`src/rtl/lcd_bus_sequencer_if.sv`:
```
// Request handshake and LCD pin bundle for lcd_bus_sequencer.
//   req_valid/req_rs/req_data : byte request from the content logic
//   req_ready/busy            : sequencer idle / not idle
//   RS/E/LCD_D                : HD44780 4-bit bus pins (LCD_D[3]=D7 .. LCD_D[0]=D4)
interface lcd_bus_sequencer_if;
   logic       req_valid;
   logic       req_rs;
   logic [7:0] req_data;
   logic       req_ready;
   logic       busy;
   logic       RS;
   logic       E;
   logic [3:0] LCD_D;

   // Content generator side
   modport master (
      output req_valid, req_rs, req_data,
      input  req_ready, busy, RS, E, LCD_D
   );

   // Sequencer side
   modport slave (
      input  req_valid, req_rs, req_data,
      output req_ready, busy, RS, E, LCD_D
   );
endinterface

```
`src/rtl/lcd_bus_sequencer.sv`:
```
// HD44780 4-bit bus sequencer: runs the power-on 4-bit init, then writes one
// accepted byte at a time as two nibble strobes followed by an execution wait.
//   CLK, RST : clock, synchronous active-high reset
//   bus      : slave side of lcd_bus_sequencer_if (request handshake + LCD pins)
module lcd_bus_sequencer #(
   parameter int unsigned SETUP_CYC = 2,
   parameter int unsigned PULSE_CYC = 4,
   parameter int unsigned HOLD_CYC  = 2,
   parameter int unsigned EXEC_CYC  = 64,
   parameter int unsigned LONG_CYC  = 2048,
   parameter int unsigned INIT_CYC  = 16384,
   parameter int unsigned CNT_W     = 16
) (
   input  logic               CLK,
   input  logic               RST,
   lcd_bus_sequencer_if.slave bus
);

   localparam logic [2:0] ST_INIT_WAIT = 3'd0;
   localparam logic [2:0] ST_SETUP     = 3'd1;
   localparam logic [2:0] ST_PULSE     = 3'd2;
   localparam logic [2:0] ST_HOLD      = 3'd3;
   localparam logic [2:0] ST_WAIT      = 3'd4;
   localparam logic [2:0] ST_IDLE      = 3'd5;

   // Counters load length-1 and count down to 0, so each phase lasts its parameter
   localparam logic [CNT_W-1:0] LD_SETUP = CNT_W'(SETUP_CYC - 32'd1);
   localparam logic [CNT_W-1:0] LD_PULSE = CNT_W'(PULSE_CYC - 32'd1);
   localparam logic [CNT_W-1:0] LD_HOLD  = CNT_W'(HOLD_CYC - 32'd1);
   localparam logic [CNT_W-1:0] LD_EXEC  = CNT_W'(EXEC_CYC - 32'd1);
   localparam logic [CNT_W-1:0] LD_LONG  = CNT_W'(LONG_CYC - 32'd1);
   localparam logic [CNT_W-1:0] LD_INIT  = CNT_W'(INIT_CYC - 32'd1);

   logic [2:0]       state_q, state_d;
   logic [CNT_W-1:0] cnt_q, cnt_d;
   logic [1:0]       idx_q, idx_d;      // init nibble index
   logic             init_q, init_d;    // still in power-on init
   logic             lo_q, lo_d;        // low nibble of the byte in flight
   logic [7:0]       byte_q, byte_d;    // latched request byte
   logic             rs_q, rs_d;
   logic             e_q, e_d;
   logic [3:0]       lcd_q, lcd_d;
   logic             ready_q, ready_d;
   logic             busy_q;

   // Next-state and next-output logic
   always_comb begin
      state_d = state_q;
      cnt_d   = cnt_q - CNT_W'(1);
      idx_d   = idx_q;
      init_d  = init_q;
      lo_d    = lo_q;
      byte_d  = byte_q;
      rs_d    = rs_q;
      e_d     = e_q;
      lcd_d   = lcd_q;
      ready_d = ready_q;

      case (state_q)
         ST_INIT_WAIT: begin
            if (cnt_q == '0) begin
               state_d = ST_SETUP;
               cnt_d   = LD_SETUP;
               rs_d    = 1'b0;
               lcd_d   = 4'h3;
            end
         end
         ST_SETUP: begin
            if (cnt_q == '0) begin
               state_d = ST_PULSE;
               cnt_d   = LD_PULSE;
               e_d     = 1'b1;
            end
         end
         ST_PULSE: begin
            if (cnt_q == '0) begin
               state_d = ST_HOLD;
               cnt_d   = LD_HOLD;
               e_d     = 1'b0;
            end
         end
         ST_HOLD: begin
            if (cnt_q == '0) begin
               if (init_q) begin
                  // First two init nibbles need the long wait
                  state_d = ST_WAIT;
                  cnt_d   = idx_q[1] ? LD_EXEC : LD_LONG;
               end else if (!lo_q) begin
                  state_d = ST_SETUP;
                  cnt_d   = LD_SETUP;
                  lo_d    = 1'b1;
                  lcd_d   = byte_q[3:0];
               end else begin
                  // Clear/home (command 0x00-0x03) need the long wait
                  state_d = ST_WAIT;
                  cnt_d   = (!rs_q && byte_q[7:2] == 6'd0) ? LD_LONG : LD_EXEC;
               end
            end
         end
         ST_WAIT: begin
            if (cnt_q == '0) begin
               if (init_q && idx_q != 2'd3) begin
                  state_d = ST_SETUP;
                  cnt_d   = LD_SETUP;
                  idx_d   = idx_q + 2'd1;
                  lcd_d   = (idx_q == 2'd2) ? 4'h2 : 4'h3;
               end else begin
                  state_d = ST_IDLE;
                  init_d  = 1'b0;
                  ready_d = 1'b1;
               end
            end
         end
         ST_IDLE: begin
            cnt_d = cnt_q;
            if (bus.req_valid) begin
               state_d = ST_SETUP;
               cnt_d   = LD_SETUP;
               lo_d    = 1'b0;
               byte_d  = bus.req_data;
               rs_d    = bus.req_rs;
               lcd_d   = bus.req_data[7:4];
               ready_d = 1'b0;
            end
         end
         default: begin
            state_d = ST_INIT_WAIT;
            cnt_d   = LD_INIT;
            e_d     = 1'b0;
            ready_d = 1'b0;
         end
      endcase
   end

   // State and output registers
   always_ff @(posedge CLK) begin
      if (RST) begin
         state_q <= ST_INIT_WAIT;
         cnt_q   <= LD_INIT;
         idx_q   <= 2'd0;
         init_q  <= 1'b1;
         lo_q    <= 1'b0;
         byte_q  <= 8'h00;
         rs_q    <= 1'b0;
         e_q     <= 1'b0;
         lcd_q   <= 4'h0;
         ready_q <= 1'b0;
         busy_q  <= 1'b1;
      end else begin
         state_q <= state_d;
         cnt_q   <= cnt_d;
         idx_q   <= idx_d;
         init_q  <= init_d;
         lo_q    <= lo_d;
         byte_q  <= byte_d;
         rs_q    <= rs_d;
         e_q     <= e_d;
         lcd_q   <= lcd_d;
         ready_q <= ready_d;
         busy_q  <= ~ready_d;
      end
   end

   assign bus.req_ready = ready_q;
   assign bus.busy      = busy_q;
   assign bus.RS        = rs_q;
   assign bus.E         = e_q;
   assign bus.LCD_D     = lcd_q;

endmodule
```
`src/flat_wrapper.sv`:
```
// flat-port wrapper written by rule: the top's interface ports become plain ports
module lcd_bus_sequencer_flat 
#(
   parameter int unsigned SETUP_CYC = 2,
   parameter int unsigned PULSE_CYC = 4,
   parameter int unsigned HOLD_CYC  = 2,
   parameter int unsigned EXEC_CYC  = 64,
   parameter int unsigned LONG_CYC  = 2048,
   parameter int unsigned INIT_CYC  = 16384,
   parameter int unsigned CNT_W     = 16
)
  (CLK, RST, bus_req_valid, bus_req_rs, bus_req_data, bus_req_ready, bus_busy, bus_RS, bus_E, bus_LCD_D);
  lcd_bus_sequencer_if bus_i ();
  input  logic CLK;
  input  logic RST;
  input wire logic [$bits(bus_i.req_valid)-1:0] bus_req_valid;
  input wire logic [$bits(bus_i.req_rs)-1:0] bus_req_rs;
  input wire logic [$bits(bus_i.req_data)-1:0] bus_req_data;
  output wire logic [$bits(bus_i.req_ready)-1:0] bus_req_ready;
  output wire logic [$bits(bus_i.busy)-1:0] bus_busy;
  output wire logic [$bits(bus_i.RS)-1:0] bus_RS;
  output wire logic [$bits(bus_i.E)-1:0] bus_E;
  output wire logic [$bits(bus_i.LCD_D)-1:0] bus_LCD_D;
  assign bus_i.req_valid = bus_req_valid;
  assign bus_i.req_rs = bus_req_rs;
  assign bus_i.req_data = bus_req_data;
  assign bus_req_ready = bus_i.req_ready;
  assign bus_busy = bus_i.busy;
  assign bus_RS = bus_i.RS;
  assign bus_E = bus_i.E;
  assign bus_LCD_D = bus_i.LCD_D;
  lcd_bus_sequencer #(.SETUP_CYC(SETUP_CYC), .PULSE_CYC(PULSE_CYC), .HOLD_CYC(HOLD_CYC), .EXEC_CYC(EXEC_CYC), .LONG_CYC(LONG_CYC), .INIT_CYC(INIT_CYC), .CNT_W(CNT_W)) u_core (.CLK(CLK), .RST(RST), .bus(bus_i));
endmodule
```
`config.mk`:
```
export PLATFORM = sky130hd
export DESIGN_NAME = lcd_bus_sequencer_flat
export DESIGN_NICKNAME = d
export VERILOG_FILES = /design/src/rtl/lcd_bus_sequencer_if.sv /design/src/rtl/lcd_bus_sequencer.sv /design/src/flat_wrapper.sv
export SDC_FILE = /design/constraint.sdc
export NUM_CORES = 1
export LEC_CHECK = 0
export ABC_AREA = 1
export BUFFER_PORTS_ARGS = -buffer_cell sky130_fd_sc_hd__buf_2
export CELL_PAD_IN_SITES_DETAIL_PLACEMENT = 0
export CELL_PAD_IN_SITES_GLOBAL_PLACEMENT = 1
export CORE_MARGIN = 2
export CORE_UTILIZATION = 34
export DETAILED_ROUTE_END_ITERATION = 12
export PLACE_DENSITY_LB_ADDON = 0.12
export SLEW_MARGIN = 10
export SYNTH_ARGS = -nofsm -noshare
export SYNTH_HDL_FRONTEND = slang
export SYNTH_SLANG_ARGS = --single-unit
```
`constraint.sdc`:
```
create_clock -name CLK -period 1.61 [get_ports CLK]
set_clock_uncertainty 0.1 [all_clocks]
set_input_delay 0.322 -clock CLK [delete_from_list [all_inputs] [get_ports CLK]]
set_output_delay 0.322 -clock CLK [all_outputs]
set_load 0.02 [all_outputs]
```
=== Yosys cells after proc, flatten, opt, wreduce, memory -nomap -nowiden ===
Index checks and enable logic that the tools add are counted.

* Bitwise operators: 3
* $add $sub $neg: 2
* Reductions and logical operators: 20
* Multiplexer cells: 43
* Eq/ne operators: 16

{| class="wikitable"
|+ Operator list
! operator !! count
|-
| two-way mux 16 bit || 8
|-
| case mux 16 bit (5 select lines) || 1
|-
| two-way mux 4 bit || 7
|-
| two-way mux 3 bit || 9
|-
| two-way mux 11 bit || 2
|-
| case mux 3 bit (6 select lines) || 1
|-
| zero test 16 bit || 1
|-
| case mux 4 bit (4 select lines) || 1
|-
| subtractor 16 x 1 -> 16 bit (second input constant) || 1
|-
| inequality test 2 x 1 -> 1 bit (second input constant) || 6
|-
| AND reduction 3 bit || 4
|-
| two-way mux 1 bit || 10
|-
| inequality test 2 bit (second input constant) || 4
|-
| AND reduction 8 bit || 1
|-
| OR reduction 4 bit || 2
|-
| equality test 3 x 2 -> 1 bit (second input constant) || 2
|-
| equality test 3 bit (second input constant) || 2
|-
| zero test 6 bit || 1
|-
| case mux 1 bit (3 select lines) || 2
|-
| AND reduction 6 bit || 1
|-
| case mux 1 bit (2 select lines) || 2
|-
| AND reduction 4 bit || 1
|-
| nonzero test 2 bit || 2
|-
| nonzero test 4 bit || 1
|-
| 9 further kinds || 12
|}

* Word-level logic and storage cells: 95
* Register bits: 39

=== Longest topological paths before layout ===
* Depth in word-level cells: 7
* Mapped depth: 11
* Mapped depth without buffers: 10

=== Worst setup path before layout ===
OpenSTA, ideal clock, no wires.

* Path type: register to register
* Start: reg u_core.cnt_q[0]
* End: reg u_core.cnt_q[10]
* Cell stages (with the launch flop): 10
* Data arrival time: 1.351 ns
* Path slack: 0.026 ns
* Path buffers: 0
* Data required time: 1.377 ns
* Cells stage by stage: dfxtp_1 inv_1 ha_1 nand2_2 nor2_4 nand4_2 nand2_2 nand2_2 o21bai_1 nand3_1

* Cells in the longest elaborated chain, start to end: 4
* Elaborated cells between the ends (all ways): 8
* Those cells by class: add/sub (1); mux (6); reduce/logical (1)

{| class="wikitable"
|+ Ends and longest elaborated chain
! item !! line !! text
|-
| from (decl) || lcd_bus_sequencer.sv:35 || <nowiki>logic [CNT_W-1:0] cnt_q, cnt_d;</nowiki>
|-
| from (signal assigned) || lcd_bus_sequencer.sv:151 || <nowiki>cnt_q <= cnt_d;</nowiki>
|-
| subtractor 16 x 1 -> 16 bit || lcd_bus_sequencer.sv:49 || <nowiki>cnt_d = cnt_q - CNT_W'(1);</nowiki>
|-
| two-way mux 16 bit || lcd_bus_sequencer.sv:102 || <nowiki>if (init_q && idx_q != 2'd3) begin</nowiki>
|-
| two-way mux 16 bit || lcd_bus_sequencer.sv:101 || <nowiki>if (cnt_q == '0) begin</nowiki>
|-
| case mux 16 bit (5 select lines) (*) || lcd_bus_sequencer.sv:59 || <nowiki>case (state_q)</nowiki>
|}

Every way passes the cells marked *; elsewhere a longest branch is shown, timed or not.
A chain may end at the register's enable or synchronous reset.

=== Worst setup path after layout ===
* Start: reg u_core.cnt_q[1]
* End: reg u_core.cnt_q[9]

Same word-level chain as after synthesis.

==> impl_metrics.csv <==
group,metric,value,unit
power_and_ir_drop,powerDensity,854,nW/um^2
clock_network,root_buffer,"clkbuf_8",
sta,holdWs,140,ps
floorplan,die_w,88.9,um
detailed_routing,viasPerCell,4.68,
placed_design,gp_congestion,0.762,
power_and_ir_drop,switchingPower,932,uW
floorplan,dieHeight,88.9,um
detailed_routing,drc,0,
detailed_routing,vias,2403,
clock_network,cts_buffer_depth,2,
synth,synth_area_leaders,"dfxtp_1 (32%), nand2_1 (11%), inv_1 (8.0%)",
critical_path,cp-end-kind,"register",
clock_network,cts_buffers,5,
synth,synth_edf_count,0,
flow_run,drv_cap,0,
power_and_ir_drop,internal-power,1850,uW
critical_path,criticalPathCategory,"reg2reg",
power_and_ir_drop,max-vdd-ir-drop,378,uV
floorplan,ios,20,
final_layout,final_net_count,431,
clock_network,cts_max_level,2,
critical_path,worst-path-max-fanout,5,
sta,fin_crit_sh,0.991,
synth,synth_fp_nets,364,
synth,netlist.area_leader.share,0.319,
synth,syn_avg_cell_area,7.02,um^2
critical_path,reg2reg_depth,9,
final_layout,fillCellCount,774,
sta,setup_ws,15.0,ps
global_routing,overflow,0,
critical_path,arrival,1680,ps
critical_path,critical_path.startpoint_type,"register",
critical_path,r2r_end,"u_core.cnt_q[9]$_SDFFE_PP1N_",
final_layout,drive_gt1_frac,0.348,
power_and_ir_drop,p_leak,0.00154,uW
sta,max_clock_freq,627,MHz
global_routing,track_usage,0.182,
synth,synthCells,349,
synth,synth_top_area_cell,"dfxtp_1",
placed_design,port_buffers,19,
floorplan,core_region_area,6870,um^2
placed_design,dp_hpwl,4.96,mm
floorplan,fp-row-count,30,
sta,slew_headroom,0.743,
floorplan,die_area,7900,um^2
floorplan,initial_core_util,0.357,
power_and_ir_drop,power_frac_seq,0.406,
critical_path,reg2reg_from,"u_core.cnt_q[1]$_SDFFE_PP1N_",
synth,yosysMostFrequentCell,"nand2_1",
detailed_routing,finalWirelength,6.75,mm
sta,finalMaxSlewViolations,0,
critical_path,crit_end,"u_core.cnt_q[9]$_SDFFE_PP1N_",
final_layout,syn2layout_area_growth,32.8,%
min_path,hold_path.class,"in2reg",
clock_network,cts_tree,"done",
synth,ys_warn_count,0,
global_routing,grt_pass1_vias,2315,
final_layout,stdcell_count,513,
detailed_routing,firstDrtPassIters,4,
sta,final-setup-viol-count,0,
sta,setup_tns,0,ps
final_layout,antenna_cells,0,
sta,final-hold-violation-count,0,
global_routing,antenna_found_initial,0,
sta,tightestPinTransition,384,ps
clock_network,clock_latency,310,ps
synth,ys_top_cells_by_count,"nand2_1 (71), inv_1 (52), dfxtp_1 (39), nor2_1 (33), o21ai_0 (26)",
detailed_routing,first_iter_violations,67,
power_and_ir_drop,clock_power_share,0.311,
placed_design,dp.cells,495,
power_and_ir_drop,p_comb_frac,0.283,
clock_network,ctsHoldBuffers,0,
sta,rsz0062_at_grt,"true",
critical_path,crit_start,"u_core.cnt_q[1]$_SDFFE_PP1N_",
synth,ys.flop_type,"dfxtp_1",
placed_design,place_ws,-122,ps
clock_network,path_clk_slew,90,ps
global_routing,grt_pass1_wl,11.0,mm
synth,synthArstFlopShare,0,
sta,fin_crit,1590,ps
detailed_routing,wl_per_cell,13.2,um
detailed_routing,ant_nets,0,
critical_path,cp.required,1700,ps
global_routing,grt_start_max_net_pins,22,
critical_path,worst-r2r-setup-slack,20,ps
synth,yosysUniqueCellTypes,38,
synth,syn-cell-area,2450,um^2
run_status,outcome,"finished, final reports clean",
clock_network,cts_sinks,39,
synth,ys_ff_latch,39,
power_and_ir_drop,p_sw_frac,0.336,
synth,yosysSeqAreaShare,0.319,
[how the worst min path moves through the flow]
stage / endpoint / slack [ps] / from / depth (start not counted)
floorplan: u_core.byte_q[5]$_SDFFE_PP0P_ / 330 / u_core.byte_q[5]$_SDFFE_PP0P_ / 2
global placement: u_core.byte_q[4]$_SDFFE_PP0P_ / 340 / u_core.byte_q[4]$_SDFFE_PP0P_ / 2
detailed placement: u_core.byte_q[4]$_SDFFE_PP0P_ / 340 / u_core.byte_q[4]$_SDFFE_PP0P_ / 2
CTS: u_core.byte_q[1]$_SDFFE_PP0P_ / 130 / bus_req_data[1] / 3
global route: u_core.byte_q[0]$_SDFFE_PP0P_ / 150 / bus_req_data[0] / 3
finish: u_core.byte_q[1]$_SDFFE_PP0P_ / 140 / bus_req_data[1] / 3
[placed cells by master, fill, tap and decap left out, types with 10 or more instances in the layout]
| cell | instances |
|---|---|
| xor2_1 | 10 |
| dfxtp_1 | 35 |
| nand4_1 | 12 |
| nand2_1 | 61 |
| a21oi_1 | 15 |
| nor2_1 | 28 |
| buf_4 | 48 |
| nand2_2 | 14 |
| inv_1 | 47 |
| o21ai_0 | 23 |
| buf_2 | 19 |
| nand3_1 | 16 |
[registers in the layout, indices dropped and copies added (netlist names)]
name,cells
u_core.cnt_q,16
u_core.byte_q,8
u_core.bus.LCD_D,4
u_core.state_q,3
u_core.idx_q,2
u_core.bus.E,1
u_core.bus.RS,1
u_core.bus.busy,1
u_core.bus.req_ready,1
u_core.init_q,1
u_core.lo_q,1
[per-layer routing]
layer | GRT usage | wire (um) | share of wire | up-vias
li1 | - | - | - | 1250
met5 | 0 | 0 | 0 | -
met4 | 0.0647 | 141 | 0.021 | 0
met1 | 0.230 | 3160 | 0.47 | 1113
met2 | 0.308 | 3280 | 0.49 | 28
met3 | 0.0345 | 174 | 0.026 | 12
[critical path, cell delays in order (launching register included)]
cell      delay (ps)
dfxtp_2          330
inv_2             70
ha_4             140
nand2_4           70
nor2_4           190
nand4_4          150
nand2_4          150
nand2_4           80
o21bai_1         120
nand3_1           80
[through the flow]
step	instance area (um^2)	power (uW)	util
finish	3250	2780	0.474
detailed placement	2930	1820	0.426
CTS	3130	2700	0.455
global placement	2930	1820	0.426
floorplan	2450	1620	-
global route	3250	2940	0.474
[repair_timing]
action,4_1_cts,5_1_grt
buffers inserted,3,6
gates cloned,0,1
pin swaps,7,12
gates resized for setup,16,28
setup endpoints to repair,23,28
[power by group through the flow]
stage,combinational (uW),clock [uW],sequential (uW)
2_1_floorplan,497,0,1130
3_3_place_gp,683,0,1130
3_5_place_dp,682,0,1130
4_1_cts,700,887,1120
5_1_grt,880,924,1140
6_report,786,863,1130
[cell families (layout without fill, tap and decap cells)]
kind of cell               Yosys count  after routing  synth area share
AOI/OAI and AO/OA                   62             63             0.154
xor gates and xnor gates            11             11            0.0393
adders and majority gates            3              3            0.0153
buffers and inverters               68            135             0.122
DFF                                 39             39             0.319
and+or+nand+nor                    166            166             0.351
[area by class of cell]
class / count / area (um^2) / share of cell area
multi-input combinational: 243 / 1510 / 0.465
tap: 96 / 120 / 0.0369
timing repair buffer: 69 / 495 / 0.152
clock inverter: 3 / 46.3 / 0.0142
sequential: 39 / 786 / 0.241
inverter: 58 / 225 / 0.0692
clock buffer: 5 / 68.8 / 0.0211
Note: power is estimated with default switching activity, not from simulation.
